$ cat src/rtl/snake_game_sequencer_pkg.sv
// Shared constants for the snake cartridge sequencer: direction codes, FSM
// encodings, default timing parameters and the tick counter width.
package snake_game_sequencer_pkg;

   localparam logic [1:0] DIR_LEFT  = 2'b00;
   localparam logic [1:0] DIR_TOP   = 2'b01;
   localparam logic [1:0] DIR_RIGHT = 2'b10;
   localparam logic [1:0] DIR_DOWN  = 2'b11;

   localparam logic [2:0] ST_IDLE  = 3'd0;
   localparam logic [2:0] ST_CLEAR = 3'd1;
   localparam logic [2:0] ST_PLAY  = 3'd2;
   localparam logic [2:0] ST_PAUSE = 3'd3;
   localparam logic [2:0] ST_OVER  = 3'd4;
   localparam logic [2:0] ST_WON   = 3'd5;

   localparam int unsigned DEF_CLK_HZ     = 25_000_000;
   localparam int unsigned DEF_BASE_TICK  = 6_250_000;
   localparam int unsigned DEF_MIN_TICK   = 1_562_500;
   localparam int unsigned DEF_SPEED_STEP = 250_000;
   localparam int unsigned DEF_ROUND_SECS = 120;
   localparam int unsigned DEF_TAIL_W     = 6;

   localparam int unsigned TICK_W = $clog2(DEF_BASE_TICK + 1);

   // The snake may never turn straight back onto its own neck.
   function automatic logic [1:0] dir_reverse(input logic [1:0] d);
      return d ^ 2'b10;
   endfunction

endpackage

$ cat src/rtl/snake_tick_gen.sv
// Game step tick generator: down-counter reloaded with a tail-dependent period,
// shrinking by SPEED_STEP per segment and saturating at MIN_TICK.
module snake_tick_gen
   import snake_game_sequencer_pkg::*;
#(
   parameter int unsigned BASE_TICK  = DEF_BASE_TICK,
   parameter int unsigned MIN_TICK   = DEF_MIN_TICK,
   parameter int unsigned SPEED_STEP = DEF_SPEED_STEP,
   parameter int unsigned TAIL_W     = DEF_TAIL_W
) (
   input  logic              vga_clk,
   input  logic              reset,
   input  logic              enable_i,
   input  logic              load_i,
   input  logic [TAIL_W-1:0] tail_count_i,
   output logic              tick_o,
   output logic              pre_tick_c
);

   localparam int unsigned MAX_TICK = (BASE_TICK > MIN_TICK) ? BASE_TICK : MIN_TICK;
   localparam int unsigned CNT_W    = ($clog2(MAX_TICK + 1) > TICK_W) ? $clog2(MAX_TICK + 1) : TICK_W;
   localparam logic [31:0] HEADROOM = 32'(MAX_TICK - MIN_TICK);
   localparam logic [CNT_W-1:0] PERIOD0 = CNT_W'(MAX_TICK);

   logic [CNT_W-1:0] cnt_q, cnt_d;
   logic             tick_q, tick_d;
   logic [31:0]      step_prod_c;
   logic [CNT_W-1:0] period_c;

   // Saturating subtract: once the speed-up eats the headroom, hold at the floor.
   always_comb begin
      step_prod_c = 32'(SPEED_STEP) * 32'(tail_count_i);
      period_c    = (step_prod_c >= HEADROOM) ? CNT_W'(MIN_TICK)
                                              : CNT_W'(32'(MAX_TICK) - step_prod_c);
   end

   // Reload with period-1 so consecutive ticks sit exactly one period apart.
   always_comb begin
      cnt_d  = cnt_q;
      tick_d = 1'b0;
      if (load_i) begin
         cnt_d = PERIOD0;
      end else if (enable_i) begin
         if (cnt_q == '0) begin
            cnt_d  = period_c - CNT_W'(1);
            tick_d = 1'b1;
         end else begin
            cnt_d = cnt_q - CNT_W'(1);
         end
      end
   end

   always_ff @(posedge vga_clk or posedge reset) begin
      if (reset) begin
         cnt_q  <= '0;
         tick_q <= 1'b0;
      end else begin
         cnt_q  <= cnt_d;
         tick_q <= tick_d;
      end
   end

   assign tick_o     = tick_q;
   assign pre_tick_c = enable_i & (cnt_q == CNT_W'(1));

endmodule

$ cat src/rtl/snake_game_sequencer.sv
// Snake cartridge sequencer: game FSM, button edge detection, direction
// filtering, round timer and the game_logic update tick.
module snake_game_sequencer
   import snake_game_sequencer_pkg::*;
#(
   parameter int unsigned CLK_HZ     = DEF_CLK_HZ,
   parameter int unsigned BASE_TICK  = DEF_BASE_TICK,
   parameter int unsigned MIN_TICK   = DEF_MIN_TICK,
   parameter int unsigned SPEED_STEP = DEF_SPEED_STEP,
   parameter int unsigned ROUND_SECS = DEF_ROUND_SECS,
   parameter int unsigned TAIL_W     = DEF_TAIL_W
) (
   input  logic              vga_clk,
   input  logic              reset,
   input  logic              btn_start_i,
   input  logic              btn_pause_i,
   input  logic [1:0]        dir_req_i,
   input  logic              dir_req_valid_i,
   input  logic              game_over_i,
   input  logic              game_won_i,
   input  logic [TAIL_W-1:0] tail_count_i,
   output logic              update_tick_o,
   output logic [1:0]        direction_o,
   output logic              logic_reset_o,
   output logic              time_max_flag_o,
   output logic [7:0]        seconds_left_o,
   output logic [2:0]        game_state_o
);

   localparam int unsigned PRESC_W = (CLK_HZ > 1) ? $clog2(CLK_HZ) : 1;
   localparam logic [PRESC_W-1:0] PRESC_MAX = PRESC_W'(CLK_HZ - 1);
   localparam logic [7:0] ROUND = 8'(ROUND_SECS);

   logic [2:0]         state_q, state_d;
   logic               clr_cnt_q, clr_cnt_d;
   logic               start_q, pause_q;
   logic [1:0]         dir_q, dir_d;
   logic [1:0]         pend_q, pend_d;
   logic [PRESC_W-1:0] presc_q, presc_d;
   logic [7:0]         secs_q, secs_d;
   logic               tmax_q, tmax_d;
   logic               lreset_q, lreset_d;
   logic               start_edge_c, pause_edge_c, pre_tick_c, tick;

   assign start_edge_c = btn_start_i & ~start_q;
   assign pause_edge_c = btn_pause_i & ~pause_q;

   snake_tick_gen #(
      .BASE_TICK  (BASE_TICK),
      .MIN_TICK   (MIN_TICK),
      .SPEED_STEP (SPEED_STEP),
      .TAIL_W     (TAIL_W)
   ) u_tick_gen (
      .vga_clk      (vga_clk),
      .reset        (reset),
      .enable_i     (state_q == ST_PLAY),
      .load_i       (state_q == ST_CLEAR),
      .tail_count_i (tail_count_i),
      .tick_o       (tick),
      .pre_tick_c   (pre_tick_c)
   );

   always_comb begin
      state_d   = state_q;
      clr_cnt_d = clr_cnt_q;
      dir_d     = dir_q;
      pend_d    = pend_q;
      presc_d   = presc_q;
      secs_d    = secs_q;
      tmax_d    = tmax_q;
      case (state_q)
         ST_IDLE: begin
            if (start_edge_c) begin
               state_d   = ST_CLEAR;
               clr_cnt_d = 1'b0;
            end
         end
         ST_CLEAR: begin
            secs_d    = ROUND;
            tmax_d    = 1'b0;
            dir_d     = DIR_RIGHT;
            pend_d    = DIR_RIGHT;
            presc_d   = '0;
            clr_cnt_d = 1'b1;
            if (clr_cnt_q) state_d = ST_PLAY;
         end
         ST_PLAY: begin
            if (dir_req_valid_i && (dir_req_i != dir_reverse(dir_q))) pend_d = dir_req_i;
            if (pre_tick_c) dir_d = pend_q;
            if (presc_q == PRESC_MAX) begin
               presc_d = '0;
               if (secs_q != 8'd0) secs_d = secs_q - 8'd1;
            end else begin
               presc_d = presc_q + PRESC_W'(1);
            end
            if (secs_q == 8'd0) tmax_d = 1'b1;
            // Collision outranks a win or timeout, which outrank a pause request.
            if (game_over_i)                           state_d = ST_OVER;
            else if (game_won_i || (secs_q == 8'd0))   state_d = ST_WON;
            else if (pause_edge_c)                     state_d = ST_PAUSE;
         end
         ST_PAUSE: begin
            if (pause_edge_c) state_d = ST_PLAY;
         end
         ST_OVER, ST_WON: begin
            if (start_edge_c) begin
               state_d   = ST_CLEAR;
               clr_cnt_d = 1'b0;
            end
         end
         default: state_d = ST_IDLE;
      endcase
      lreset_d = (state_d == ST_IDLE) || (state_d == ST_CLEAR);
   end

   always_ff @(posedge vga_clk or posedge reset) begin
      if (reset) begin
         state_q   <= ST_IDLE;
         clr_cnt_q <= 1'b0;
         start_q   <= 1'b0;
         pause_q   <= 1'b0;
         dir_q     <= DIR_RIGHT;
         pend_q    <= DIR_RIGHT;
         presc_q   <= '0;
         secs_q    <= ROUND;
         tmax_q    <= 1'b0;
         lreset_q  <= 1'b1;
      end else begin
         state_q   <= state_d;
         clr_cnt_q <= clr_cnt_d;
         start_q   <= btn_start_i;
         pause_q   <= btn_pause_i;
         dir_q     <= dir_d;
         pend_q    <= pend_d;
         presc_q   <= presc_d;
         secs_q    <= secs_d;
         tmax_q    <= tmax_d;
         lreset_q  <= lreset_d;
      end
   end

   assign update_tick_o   = tick;
   assign direction_o     = dir_q;
   assign logic_reset_o   = lreset_q;
   assign time_max_flag_o = tmax_q;
   assign seconds_left_o  = secs_q;
   assign game_state_o    = state_q;

endmodule
$ cat config.mk
export PLATFORM = sky130hd
export DESIGN_NAME = snake_game_sequencer
export DESIGN_NICKNAME = d
export VERILOG_FILES = /design/src/rtl/snake_game_sequencer_pkg.sv /design/src/rtl/snake_tick_gen.sv /design/src/rtl/snake_game_sequencer.sv
export SDC_FILE = /design/constraint.sdc
export NUM_CORES = 1
export LEC_CHECK = 0
export ABC_AREA = 1
export BUFFER_PORTS_ARGS = -buffer_cell sky130_fd_sc_hd__buf_2
export CAP_MARGIN = 20
export CORE_ASPECT_RATIO = 0.9
export CORE_MARGIN = 3
export CORE_UTILIZATION = 55
export DETAILED_ROUTE_END_ITERATION = 6
export PLACE_DENSITY = 0.75
export RECOVER_POWER = 100
export SKIP_LAST_GASP = 1
export SYNTH_ARGS = -nofsm -noshare
export SYNTH_HDL_FRONTEND = slang
export SYNTH_HIERARCHICAL = 1
export SYNTH_SLANG_ARGS = --single-unit
$ cat constraint.sdc
create_clock -name vga_clk -period 2.1 [get_ports vga_clk]
set_input_delay 0.42 -clock vga_clk [delete_from_list [all_inputs] [get_ports vga_clk]]
set_output_delay 0.42 -clock vga_clk [all_outputs]
set_load 0.02 [all_outputs]
======== Yosys cells after proc, flatten, opt, wreduce, memory -nomap -nowiden ========
Cells that the tools add are included.
storage, ports and cells
  register bits after elaboration ......... 69
  input bits .............................. 15
  output and inout port bits .............. 16
  logic and storage cells ................. 83
operators by class
  reductions and logical operators ........ 16
  mux-type cells .......................... 27
  $lt $le $gt $ge ......................... 1
  $add $sub $neg .......................... 5
  $mul .................................... 1
  equal/unequal tests ..................... 15
  bitwise logic cells ..................... 6
operator list
  operator                count
  $mux 23                 4
  $pmux 25 s2             1
  $sub 23x1->23 const B   2
  $add 25x1->25 const B   1
  $eq 25x25->1 const B    1
  $mux 25                 1
  $ge 24x23->1 const B    1
  $eq 23x1->1 const B     1
  $logic_not 23->1        1
  $sub 23x23->23 const A  1
  $mul 14x6->20 const A   1
  $mux 3                  6
  $mux 8                  2
  $pmux 8 s2              1
  $pmux 3 s4              1
  $ne 2x2->1 const B      5
  $logic_not 8->1         1
  $pmux 2 s2              2
  $reduce_and 2->1        4
  $reduce_bool 8->1       1
  $sub 8x1->8 const B     1
  $eq 3x1->1 const B      2
  $eq 3x2->1 const B      2
  $eq 3x3->1 const B      2
  13 further kinds        26

======== Logic depth before layout (Yosys ltp) ========
Gate-level depths: netlist of the first run.
  depth after elaboration ................. 8
  depth in mapped cells ................... 28
  depth with buffers taken out ............ 27

======== By module ========
The synthesis of the first run kept the hierarchy.
modules (own cells, without submodules)
  module                cells an instance  area each (um^2)  times used  sequential area each (um^2)
  snake_tick_gen        619                3935.0            1           600.6
  snake_game_sequencer  365                2650.0            1           1134.8

======== Worst setup path before layout of the first run ========
No wires, ideal clock.
  path kind ............................... input port to flip-flop
  start ................................... input port tail_count_i[3]
  end ..................................... register u_tick_gen.cnt_q[21]
  path slack .............................. -2128 ps
  stages on the path ...................... 25
  arrival ................................. 4111 ps
  data required time ...................... 1984 ps
  library setup time ...................... 116 ps
  buffers on the path ..................... 1
  cells stage by stage .................... fa_1 -> fa_1 -> inv_1 -> fa_1 -> inv_1 -> ha_1 -> nand2_1 -> inv_1 -> nand2_1 -> nor2_1 -> nor2_1 -> nand3_1 -> nand2_1 -> nand3_1 -> a21oi_4 -> nand2_4 -> buf_6 -> nor2_4 -> nand3_1 -> nor2_1 -> nand3_1 -> nand2_1 -> nand3_1 -> nand2_1 -> nand2_1
between the ends
  word-level cells in the longest chain between the ends .. 7
  elaborated cells on any way between the ends .. 8
  classes of those cells .................. 2 x add/sub; 1 x mul; 1 x order compare; 4 x mux
RTL lines
  what                                            line                                        source
  start: declaration                              snake_game_sequencer.sv:21                  input logic [TAIL_W-1:0] tail_count_i,
  $mul 14x6->20 *                                 snake_tick_gen.sv:32                        step_prod_c = 32'(SPEED_STEP) * 32'(tail_count_i);
  $sub 23x23->23 or $ge 24x23->1 (tied branches)  snake_tick_gen.sv:34, snake_tick_gen.sv:33
  $mux 23 *                                       snake_tick_gen.sv:33                        period_c = (step_prod_c >= HEADROOM) ? CNT_W'(MIN_TICK)
  $sub 23x1->23 *                                 snake_tick_gen.sv:45                        cnt_d = period_c - CNT_W'(1);
  $mux 23 *                                       snake_tick_gen.sv:44                        if (cnt_q == '0) begin
  $mux 23 *                                       snake_tick_gen.sv:43                        end else if (enable_i) begin
  $mux 23 *                                       snake_tick_gen.sv:41                        if (load_i) begin
  end signal: assignment                          snake_tick_gen.sv:58                        cnt_q <= cnt_d;
  end: declaration                                snake_tick_gen.sv:25                        logic [CNT_W-1:0] cnt_q, cnt_d;
Every way passes the cells marked *; elsewhere a longest branch is shown, timed or not. The select of a mux whose other input is x is not followed.
A chain may end at the register's enable or synchronous reset.

======== Worst setup path after layout of the first run ========
  start ................................... input port tail_count_i[2]
  end ..................................... register u_tick_gen.cnt_q[22]
Same word-level chain as after synthesis.

==> results of run 1 <==
==> worst paths after layout <==
kind,from,end,slack [ns],depth (start not counted)
setup / recovery,tail_count_i[2],u_tick_gen/cnt_q[22],-2.12,26
hold / removal,reset,pend_q[0],0.07,2
setup reg to reg,u_tick_gen/cnt_q[9],u_tick_gen/cnt_q[19],-0.38,15
hold reg to reg,time_max_flag_o,time_max_flag_o,0.49,2
max in group asynchronous,reset,u_tick_gen/cnt_q[22],0.67,3
min in group vga_clk,btn_pause_i,pause_q,0.20,1
==> sequential cells by signal, indices dropped and copies added, names as in the netlist <==
| name | count |
|---|---|
| presc_q | 25 |
| u_tick_gen/cnt_q | 23 |
| seconds_left_o | 8 |
| game_state_o | 3 |
| direction_o | 2 |
| pend_q | 2 |
| clr_cnt_q | 1 |
| logic_reset_o | 1 |
| pause_q | 1 |
| start_q | 1 |
| time_max_flag_o | 1 |
| u_tick_gen/tick_o | 1 |
==> final cells by class <==
type                    count  share of cell area [%]
flip-flops and latches     69                   19.35
well taps                 156                   2.176
inverters                 156                   6.556
clock buffers               9                   2.511
clock inverters             7                   1.186
multi-input cells         750                   52.52
repair buffers            193                   15.71
==> cell usage in the layout, fill, tap and decap left out, drive strengths merged, types with 5 or more instances in the layout <==
| master | instances |
|---|---|
| clkbuf | 32 |
| nor2 | 147 |
| inv | 157 |
| o21bai | 5 |
| xnor2 | 16 |
| nand4 | 25 |
| nand2 | 270 |
| o22ai | 6 |
| ha | 40 |
| xor2 | 25 |
| nand3b | 8 |
| o21ai | 36 |
| a21oi | 29 |
| dfstp | 7 |
| nor3 | 18 |
| fa | 10 |
| dfrtp | 62 |
| buf | 170 |
| nand3 | 91 |
==> stage by stage <==
stage | power [W] | instances
floorplan | 0.005126 | 984
global placement | 0.007040 | 1300
detailed placement | 0.007147 | 1300
CTS | 0.009303 | 1328
global route | 0.01063 | 1340
finish | 0.009979 | 1340
==> synth_stat cells, types with 4 or more instances <==
library cell / number / area, um2
dfstp_2: 7 / 183.9
nand3_2: 5 / 50.05
clkbuf_1: 4 / 15.01
a21oi_1: 25 / 125.1
nand3b_1: 8 / 60.06
inv_2: 4 / 15.01
o22ai_1: 6 / 37.54
nand2_2: 5 / 31.28
xnor2_1: 16 / 140.1
nor2_1: 122 / 457.9
dfrtp_1: 62 / 1551
xor2_1: 24 / 210.2
ha_1: 40 / 500.5
inv_1: 150 / 563.0
o21bai_1: 5 / 37.54
nor3_1: 17 / 85.08
nand3_1: 85 / 425.4
o211ai_1: 4 / 30.03
fa_1: 10 / 200.2
o21ai_0: 34 / 170.2
nand4_1: 24 / 150.1
nor2_2: 15 / 93.84
nor2_4: 9 / 101.4
nand2_1: 262 / 983.4
==> power breakdown <==
group | switching (W) | total (W) | internal (W)
sequential | 0.000216 | 0.00183 | 0.00162
clock | 0.000642 | 0.00170 | 0.00106
combinational | 0.00384 | 0.00644 | 0.00260
==> metal layers <==
metal | GRT usage [%] | up-vias
li1 | - | 3549
met4 | 6.960 | 0
met2 | 47.81 | 299
met3 | 3.704 | 57
met1 | 38.64 | 3515
met5 | 0 | -
==> worst register-to-register path, stage by stage, from the launching register on <==
cell and delay, ns:
dfrtp_1 0.38, nor2_1 0.12, inv_1 0.07, nor3_2 0.20, inv_1 0.09, nor2_1 0.11
inv_1 0.08, nor3_1 0.23, nand2_1 0.16, nor2_1 0.11, inv_1 0.06, buf_4 0.13
nor3_1 0.18, xor2_1 0.17, o21ai_0 0.12, a21oi_1 0.20
==> cell families (layout without fill, tap and decap cells) <==
logic type / after synthesis / in the layout / share of synthesized area [%]
and+or+nand+nor: 568 / 569 / 39.43
AOI/OAI and AO/OA: 90 / 90 / 8.209
DFF: 69 / 69 / 26.35
buffers and inverters: 166 / 365 / 9.804
xor gates and xnor gates: 41 / 41 / 5.567
adders and majority gates: 50 / 50 / 10.64
==> what timing repair did <==
action | CTS | global route
gates cloned | 1 | 0
hold buffers | 0 | 0
endpoints found under the setup margin | 23 | 26
pin swaps | 30 | 59
resized for setup | 43 | 81
buffers inserted | 11 | 12
==> flow_metrics.env, run 1 <==
export IMPL_outcome="finished with violations"
export IMPL_violations="setup timing"
export IMPL_fin_hold_ws_ns=0.06683
export IMPL_powerDensity_nw_per_um2=1113
export IMPL_antenna_found_initial=0
export IMPL_tightest_slew_ns=1.463
export IMPL_ys_seq_elements=69
export IMPL_multi_input_comb_area_um2=4711
export IMPL_hold_path_class="input port to asynchronous set/reset pin"
export IMPL_start_util_pct=56.90
export IMPL_p_leak_nw=4.383
export IMPL_gp_routability_congestion=0.9017
export IMPL_maxSlewViolCount=0
export IMPL_grt_max_degree=35
export IMPL_rows=37
export IMPL_cpMostUsedCell="nand2_1"
export IMPL_critPathSlowestCell="fa_1"
export IMPL_timing_final_crit_share_pct=200.8
export IMPL_worstPathRequired_ns=2.32
export IMPL_clock_sinks=69
export IMPL_syn_avg_cell_area_um2=6.692
export IMPL_cts_buffers_inserted=9
export IMPL_dieWidth_um=121.3
export IMPL_fillCellCount=796
export IMPL_path_buf_inv=4
export IMPL_drt_first_pass_iters=5
export IMPL_criticalPathCategory="input port to flip-flop"
export IMPL_clock_fmax_mhz=237.2
export IMPL_core_um2=11570
export IMPL_postLayoutCoreUtil_pct=77.50
export IMPL_async_reset_ff_share_pct=100.0
export IMPL_synthFlopType="dfrtp_1"
export IMPL_wl_mm=20.42
export IMPL_clk_pin_slew_ns=0.06
export IMPL_drc=0
export IMPL_first_iter_violations=719
export IMPL_wl_per_cell_um=15.24
export IMPL_irDropWorstVdd_uv=889.4
export IMPL_vias=7420
export IMPL_finalWorstSetupSlack_ns=-2.116
export IMPL_rsz0062_at_grt="yes"
export IMPL_synthCells=984
export IMPL_grt_pass1_vias=6881
export IMPL_cts_path_max_buffers=2
export IMPL_die_area_um2=13320
export IMPL_finalHoldViolCount=0
export IMPL_cp_top_family="simple AND/OR/NAND/NOR gates"
export IMPL_grt_ovfl_total=0
export IMPL_synth_edf_count=0
export IMPL_dp_slack_ns=-2.390
export IMPL_seqCellArea_um2=1735
export IMPL_die_h_um=109.8
export IMPL_vias_per_cell=5.537
export IMPL_placement_cell_area_um2=8009
export IMPL_drv_cap=0
export IMPL_arrival_ns=4.43
export IMPL_dp_hpwl_mm=13.30
export IMPL_track_usage_pct=28.28
export IMPL_tns_ns=-41.94
export IMPL_drive_above_1_share_pct=28.21
export IMPL_yosysWarnings=6
export IMPL_ys_seq_area_share_pct=26.35
export IMPL_synth_distinct_cells=52
export IMPL_max_slew_margin_rel_pct=2.488
export IMPL_io_pins=31
export IMPL_wl_met3_mm=1.143
export IMPL_cts_htree_levels=3
export IMPL_clockRootBuffer="clkbuf_16"
export IMPL_grt_pass1_wl_mm=31.13
export IMPL_slowest_delay_ns=0.56
export IMPL_start_kind="input port"
export IMPL_wl_met1_mm=8.906
export IMPL_met2_length_mm=9.915
export IMPL_routed_top_layer="met4"
export IMPL_synth_nets=1049
export IMPL_ant_nets=0
export IMPL_io_buffers=30
export IMPL_diodes=0
export IMPL_cp_max_fo=7
export IMPL_cts_tree="built"
export IMPL_final_area_um2=8970
export IMPL_end_kind="flip-flop"
export IMPL_fin_nets=1244
export IMPL_fin_skew_ns=0.01325
export IMPL_period_minus_slack_ns=4.216
export IMPL_syn2layout_area_growth_pct=36.22
export IMPL_worstSkewPairLatency_ns=0.34
export IMPL_syn_cell_area_um2=6585
export IMPL_setup_violations=26
(Power assumes the default switching activity.)
==> run 2, diff against run 1 <==
--- a/config.mk
+++ b/config.mk
@@ -10,12 +10,13 @@
 export CAP_MARGIN = 20
 export CORE_ASPECT_RATIO = 0.9
 export CORE_MARGIN = 3
-export CORE_UTILIZATION = 55
+export CORE_UTILIZATION = 40
 export DETAILED_ROUTE_END_ITERATION = 6
-export PLACE_DENSITY = 0.75
+export PLACE_DENSITY = 0.58
 export RECOVER_POWER = 100
 export SKIP_LAST_GASP = 1
 export SYNTH_ARGS = -nofsm -noshare
 export SYNTH_HDL_FRONTEND = slang
 export SYNTH_HIERARCHICAL = 1
 export SYNTH_SLANG_ARGS = --single-unit
+export TNS_END_PERCENT = 1
==> run 2 against run 1 <==
The flow still finishes with violations (setup timing). Maximum frequency increased by 3.6%. Total power down 11%. First-iteration DRC count decreased by 49%. Critical endpoint is now u_tick_gen/cnt_q[16]. Largest cell class unchanged. Highest routed layer unchanged.
==> flow_metrics.env, run 2 (same netlist as run 1, synthesis figures left out) <==
export IMPL_syn2layout_area_growth_pct=29.26
export IMPL_period_minus_slack_ns=4.068
export IMPL_tightest_slew_ns=1.375
export IMPL_r2r_start="u_tick_gen/cnt_q[0]"
export IMPL_end_kind="flip-flop"
export IMPL_dieWidth_um=141.2
export IMPL_antenna_found_initial=0
export IMPL_maxSlewViolCount=0
export IMPL_drc=0
export IMPL_start_util_pct=41.77
export IMPL_arrival_ns=4.34
export IMPL_placement_cell_area_um2=8094
export IMPL_setup_violations=47
export IMPL_final_area_um2=8512
export IMPL_cts_tree="built"
export IMPL_grt_pass1_wl_mm=30.62
export IMPL_clk_pin_slew_ns=0.06
export IMPL_fillCellCount=1588
export IMPL_gp_routability_congestion=0.8910
export IMPL_worstSkewPairLatency_ns=0.34
export IMPL_rsz0062_at_grt="yes"
export IMPL_ant_nets=0
export IMPL_powerDensity_nw_per_um2=1046
export IMPL_finalHoldViolCount=0
export IMPL_dp_cells=1354
export IMPL_track_usage_pct=20.38
export IMPL_fin_nets=1233
export IMPL_met1_usage_pct=28.26
export IMPL_rows=43
export IMPL_cp_max_fo=5
export IMPL_fin_hold_ws_ns=0.1143
export IMPL_irDropWorstVdd_uv=715.2
export IMPL_start_kind="input port"
export IMPL_drive_above_1_share_pct=22.17
export IMPL_cts_htree_levels=3
export IMPL_outcome="finished with violations"
export IMPL_grt_ovfl_total=0
export IMPL_r2r_setup_slack_ns=-0.34
export IMPL_worstPathRequired_ns=2.37
export IMPL_cts_buffers_inserted=9
export IMPL_vias=6635
export IMPL_grt_max_degree=25
export IMPL_io_pins=31
export IMPL_grt_use_met3_pct=3.842
export IMPL_grt_busiest_layer="met2"
export IMPL_largest_reg_flops=25
export IMPL_timing_final_crit_share_pct=193.7
export IMPL_drt_first_pass_iters=4
export IMPL_hold_path_class="input port to asynchronous set/reset pin"
export IMPL_io_buffers=30
export IMPL_core_um2=15760
export IMPL_diodes=0
export IMPL_r2r_cells=13
export IMPL_final_cell_mix="256 x nand2_1, 148 x inv_1, 141 x buf_4"
export IMPL_max_slew_margin_rel_pct=8.325
export IMPL_drv_cap=0
export IMPL_violations="setup timing"
export IMPL_clockRootBuffer="clkbuf_16"
export IMPL_grt_pass1_vias=6498
export IMPL_multi_input_comb_area_um2=4365
export IMPL_vias_per_cell=4.825
export IMPL_criticalPathCategory="input port to flip-flop"
export IMPL_clock_fmax_mhz=245.8
export IMPL_first_iter_violations=366
export IMPL_finalNonFillerCells=1375
export IMPL_totalPowerFinal_w=0.008905
export IMPL_met2_usage_pct=33.26
export IMPL_dp_hpwl_mm=13.82
export IMPL_seqCellArea_um2=1735
export IMPL_die_area_um2=18040
export IMPL_p_leak_nw=4.202
export IMPL_worstReg2RegEnd="u_tick_gen/cnt_q[13]"
export IMPL_regMostFlops="presc_q"
export IMPL_finalWorstSetupSlack_ns=-1.968
export IMPL_clock_sinks=69
export IMPL_fin_skew_ns=0.007066
export IMPL_cts_path_max_buffers=2
export IMPL_wl_per_cell_um=12.74
export IMPL_die_h_um=127.7
export IMPL_ctsHoldBuffers=0
export IMPL_wl_mm=17.51
export IMPL_layout_commonest_cell="nand2_1"
==> run 2: what timing repair did <==
item                                   4_1_cts  5_1_grt
endpoints found under the hold margin        0        0
resized for setup                           26        5
setup endpoints to repair                   23       26
pin swaps                                   18        9
gates cloned                                 1        0
buffers inserted                             2        2
==> run 2: how the worst max path moves through the flow <==
| stage | start | to | slack, ns | depth (start not counted) |
|---|---|---|---|---|
| 6_report | tail_count_i[5] | u_tick_gen/cnt_q[16] | -1.97 | 26 |
| 5_1_grt | tail_count_i[5] | u_tick_gen/cnt_q[12] | -2.23 | 23 |
| 4_1_cts | tail_count_i[4] | u_tick_gen/cnt_q[16] | -1.93 | 24 |
| 3_5_place_dp | tail_count_i[5] | u_tick_gen/cnt_q[22] | -2.48 | 23 |
| 3_3_place_gp | tail_count_i[5] | u_tick_gen/cnt_q[22] | -2.39 | 25 |
| 2_1_floorplan | tail_count_i[5] | u_tick_gen/cnt_q[21] | -1.99 | 26 |
==> run 2: worst max-delay path: stages <==
cell and delay, ns:
buf_2 0.12, fa_2 0.50, fa_1 0.52, inv_1 0.05, fa_1 0.49, inv_2 0.05
ha_4 0.29, nand2_2 0.06, inv_2 0.06, nand2_2 0.06, inv_1 0.05, nand3_1 0.08
nand2_1 0.08, nand2_1 0.07, nand2_2 0.09, nand3_4 0.08, a21oi_4 0.22, buf_12 0.15
nand2_4 0.09, nor2_4 0.15, nand3_2 0.09, nor2_4 0.21, nand2_1 0.08, nand2_1 0.07
nand3_2 0.08, a21oi_2 0.13
==> run 2: cell type report <==
class,count,area share (%)
clock buffers,11,2.969
repair buffers,182,15.11
flip-flops and latches,69,20.39
clock inverters,5,0.3969
well taps,202,2.969
multi-input cells,750,51.29
inverters,156,6.879
==> run 2: where the power goes <==
| part | internal, W | switching, W | leakage, nW | total (W) |
|---|---|---|---|---|
| Clock | 0.000864 | 0.000608 | 0.138 | 0.00147 |
| Combinational | 0.00234 | 0.00328 | 3.21 | 0.00562 |
| Sequential | 0.00162 | 0.000196 | 0.859 | 0.00182 |
| Total | 0.00482 | 0.00409 | 4.20 | 0.00890 |
==> run 2: per-stage QoR <==
stage	setup WS, ns	TNS (ns)	util (%)
floorplan	-1.986	-38.98	-
global placement	-2.388	-47.65	51.35
detailed placement	-2.480	-49.18	51.35
CTS	-1.932	-38.79	54.28
global route	-2.232	-53.29	54.00
finish	-1.968	-41.50	54.00
==> run 2: metal layers <==
layer  up-vias  wire length, um
li1       3510                -
met1      3012             8598
met2       101             8056
met3        12              684
met4         0              172
met5         -                0
==> run 3, diff against run 2 <==
--- a/config.mk
+++ b/config.mk
@@ -5,7 +5,6 @@
 export SDC_FILE = /design/constraint.sdc
 export NUM_CORES = 1
 export LEC_CHECK = 0
-export ABC_AREA = 1
 export BUFFER_PORTS_ARGS = -buffer_cell sky130_fd_sc_hd__buf_2
 export CAP_MARGIN = 20
 export CORE_ASPECT_RATIO = 0.9
==> run 3 against run 2 <==
The run still ends with setup timing left. Clock-buffer cell count fell by 2. Core utilization rose by 0.89 points. Non-clock buffer count rose by 19. Wire length fell by 2.8%. Hold slack improved by 0.089 ns. Die area fell by 6.2%. Total power fell by 3.6%. Combinational power fell by 6.9%. Clock power rose by 14%. Area after synthesis fell by 6.5%. Clock skew rose by 0.0035 ns. Via count fell by 7.7%. Largest power group unchanged.
==> flow_metrics.env, run 3 <==
export IMPL_outcome="finished with violations"
export IMPL_violations="setup timing"
export IMPL_die_h_um=123.7
export IMPL_layout_commonest_cell="buf_4"
export IMPL_syn_avg_cell_area_um2=8.632
export IMPL_powerDensity_nw_per_um2=1052
export IMPL_cpMostUsedCell="fa_1"
export IMPL_start_kind="input port"
export IMPL_cts_tree="built"
export IMPL_rows=42
export IMPL_p_leak_nw=3.616
export IMPL_power_frac_seq_pct=19.5
export IMPL_postLayoutCoreUtil_pct=54.89
export IMPL_synth_top_cells_by_area="dfrtp_1 25%, ha_1 8.1%, xnor2_1 3.3%"
export IMPL_criticalPathCategory="input port to flip-flop"
export IMPL_drt_first_pass_iters=5
export IMPL_synth_distinct_cells=86
export IMPL_dieWidth_um=136.8
export IMPL_yosysTopAreaCell="dfrtp_1"
export IMPL_first_iter_violations=332
export IMPL_synth_nets=778
export IMPL_final_cell_mix="158 x buf_4, 62 x dfrtp_1, 47 x nand2_1"
export IMPL_arrival_ns=4.41
export IMPL_cp_max_fo=7
export IMPL_placement_cell_area_um2=7659
export IMPL_worstSkewPairLatency_ns=0.34
export IMPL_clock_sinks=69
export IMPL_dp_slack_ns=-2.515
export IMPL_wl_per_cell_um=15.54
export IMPL_antenna_found_initial=0
export IMPL_vias=6122
export IMPL_fin_skew_ns=0.01056
export IMPL_synthFlopType="dfrtp_1"
export IMPL_track_usage_pct=21.18
export IMPL_vias_per_cell=5.586
export IMPL_internal_power_w=0.005010
export IMPL_switchingPower_w=0.003575
export IMPL_grt_max_degree=25
export IMPL_clockRootBuffer="clkbuf_16"
export IMPL_setup_violations=43
export IMPL_max_slew_margin_rel_pct=2.241
export IMPL_syn_cell_area_um2=6155
export IMPL_grt_ovfl_total=0
export IMPL_die_area_um2=16910
export IMPL_io_pins=31
export IMPL_hold_path_class="input port to asynchronous set/reset pin"
export IMPL_switching_share_pct=41.65
export IMPL_irDropWorstVdd_uv=801.0
export IMPL_rsz0062_at_grt="yes"
export IMPL_ctsHoldBuffers=0
export IMPL_grt_pass1_wl_mm=29.12
export IMPL_end_kind="flip-flop"
export IMPL_cp_cell_sequence="buf_8 > fa_1 > fa_1 > inv_1 > fa_1 > inv_2 > ha_4 > a21oi_2 > nand2_1 > a21oi_2 > o31ai_2 > xor2_1 > or4_4 > a21oi_4 > buf_12 > buf_8 > buf_6 > and3_4 > o31ai_2"
export IMPL_totalPowerFinal_w=0.008585
export IMPL_drv_cap=0
export IMPL_wl_mm=17.03
export IMPL_synth_edf_count=0
export IMPL_slowest_delay_ns=0.56
export IMPL_async_reset_ff_share_pct=100.0
export IMPL_grt_pass1_vias=6094
export IMPL_tightest_slew_ns=1.466
export IMPL_final_area_um2=8163
export IMPL_regMostFlops="presc_q"
export IMPL_clk_pin_slew_ns=0.07
export IMPL_ys_seq_area_share_pct=28.20
export IMPL_comb_power_share_pct=61.0
export IMPL_power_frac_clock_pct=19.5
export IMPL_finalHoldViolCount=0
export IMPL_ys_seq_elements=69
export IMPL_fin_nets=958
export IMPL_dp_hpwl_mm=12.99
export IMPL_tns_ns=-43.21
export IMPL_synthCells=713
export IMPL_ant_nets=0
export IMPL_finalWorstSetupSlack_ns=-2.078
export IMPL_gp_routability_congestion=0.9135
export IMPL_critPathSlowestCell="fa_1"
export IMPL_clock_fmax_mhz=239.4
export IMPL_io_buffers=30
export IMPL_drive_above_1_share_pct=28.29
export IMPL_core_um2=14870
export IMPL_diodes=0
export IMPL_cts_htree_levels=3
export IMPL_yosysMostFrequentCell="dfrtp_1"
export IMPL_maxSlewViolCount=0
export IMPL_start_util_pct=41.38
export IMPL_cts_buffers_inserted=9
export IMPL_largest_reg_flops=25
export IMPL_worstPathRequired_ns=2.33
export IMPL_period_minus_slack_ns=4.178
export IMPL_cts_path_max_buffers=2
export IMPL_synth_top_cell_area_share_pct=25.21
export IMPL_syn2layout_area_growth_pct=32.63
export IMPL_drc=0
export IMPL_synth_common_cells="62 x dfrtp_1, 47 x nand2_1, 46 x nor2_1"
export IMPL_timing_final_crit_share_pct=198.9
export IMPL_r2r_setup_slack_ns=-0.72
export IMPL_yosysWarnings=6
## run 3: cell types whose count changed after synthesis, sizes merged, moves of 16 or more
cell and change:
nand2b +19, nor2 -101, nand2 -222, nand3 -63, inv -110, a21o +16
## run 3: cell families (layout without fill, tap and decap cells)
family          Yosys count  in the layout  synth area share [%]
flops                    69             69                 28.20
xor+xnor                 41             41                 5.834
mux                       8              8                 1.301
simple gates            275            275                 26.04
compound gates          194            194                 21.87
buf+inv                  76            261                 5.367
fa+ha+maj                50             50                 11.38
## run 3: final cells by class
type,instances,area [um2]
Tap cell,198,247.7
Timing Repair Buffer,201,1436
Clock inverter,7,97.59
Inverter,44,165.2
Sequential cell,69,1735
Multi-Input combinational cell,568,4255
Fill cell,1358,6709
Clock buffer,9,225.2
## run 3: power by group through the flow
| stage | clock network, W | logic (W) | registers, W |
|---|---|---|---|
| CTS | 0.00171 | 0.00506 | 0.00167 |
| detailed placement | 0 | 0.00476 | 0.00169 |
| global placement | 0 | 0.00465 | 0.00169 |
| floorplan | 0 | 0.00279 | 0.00178 |
| finish | 0.00168 | 0.00523 | 0.00168 |
| global route | 0.00177 | 0.00572 | 0.00171 |
## run 3: metal layers
metal | global-route usage, % | up-vias | share of wire, %
met4 | 7.557 | 0 | 1.9
met3 | 3.675 | 31 | 4.4
met2 | 33.34 | 124 | 47
met5 | 0 | - | 0
met1 | 29.35 | 2979 | 47
li1 | - | 2988 | -
## run 3: worst max-delay path, delay by kind of cell
family	cells	cell delay [ns]
simple gates	3	0.82
xor+xnor	1	0.18
fa+ha+maj	4	1.80
buf+inv	6	0.56
compound gates	5	0.61
## run 3: final timing paths
| kind | cells after the start | endpoint | start |
|---|---|---|---|
| max in group asynchronous | 3 | u_tick_gen/cnt_q[5] | reset |
| hold reg to reg | 2 | direction_o[0] | pend_q[0] |
| setup reg to reg | 8 | u_tick_gen/cnt_q[21] | u_tick_gen/cnt_q[7] |
| min in group vga_clk | 1 | pause_q | btn_pause_i |
| hold / removal | 2 | presc_q[9] | reset |
| setup / recovery | 19 | u_tick_gen/cnt_q[22] | tail_count_i[4] |
## run 3: timing repair
action | 4_1_cts | 5_1_grt
hold endpoints to repair | 0 | 0
endpoints found under the setup margin | 24 | 44
cloned | 0 | 0
setup buffers | 7 | 1
resized for setup | 18 | 16
pin swaps | 14 | 18
## run 3: per-stage QoR
| stage | hold WS, ns | std cells |
|---|---|---|
| floorplan | 0.4346 | 713 |
| global placement | 0.4533 | 1072 |
| detailed placement | 0.4592 | 1072 |
| CTS | 0.09363 | 1095 |
| global route | 0.2078 | 1096 |
| finish | 0.2037 | 1096 |
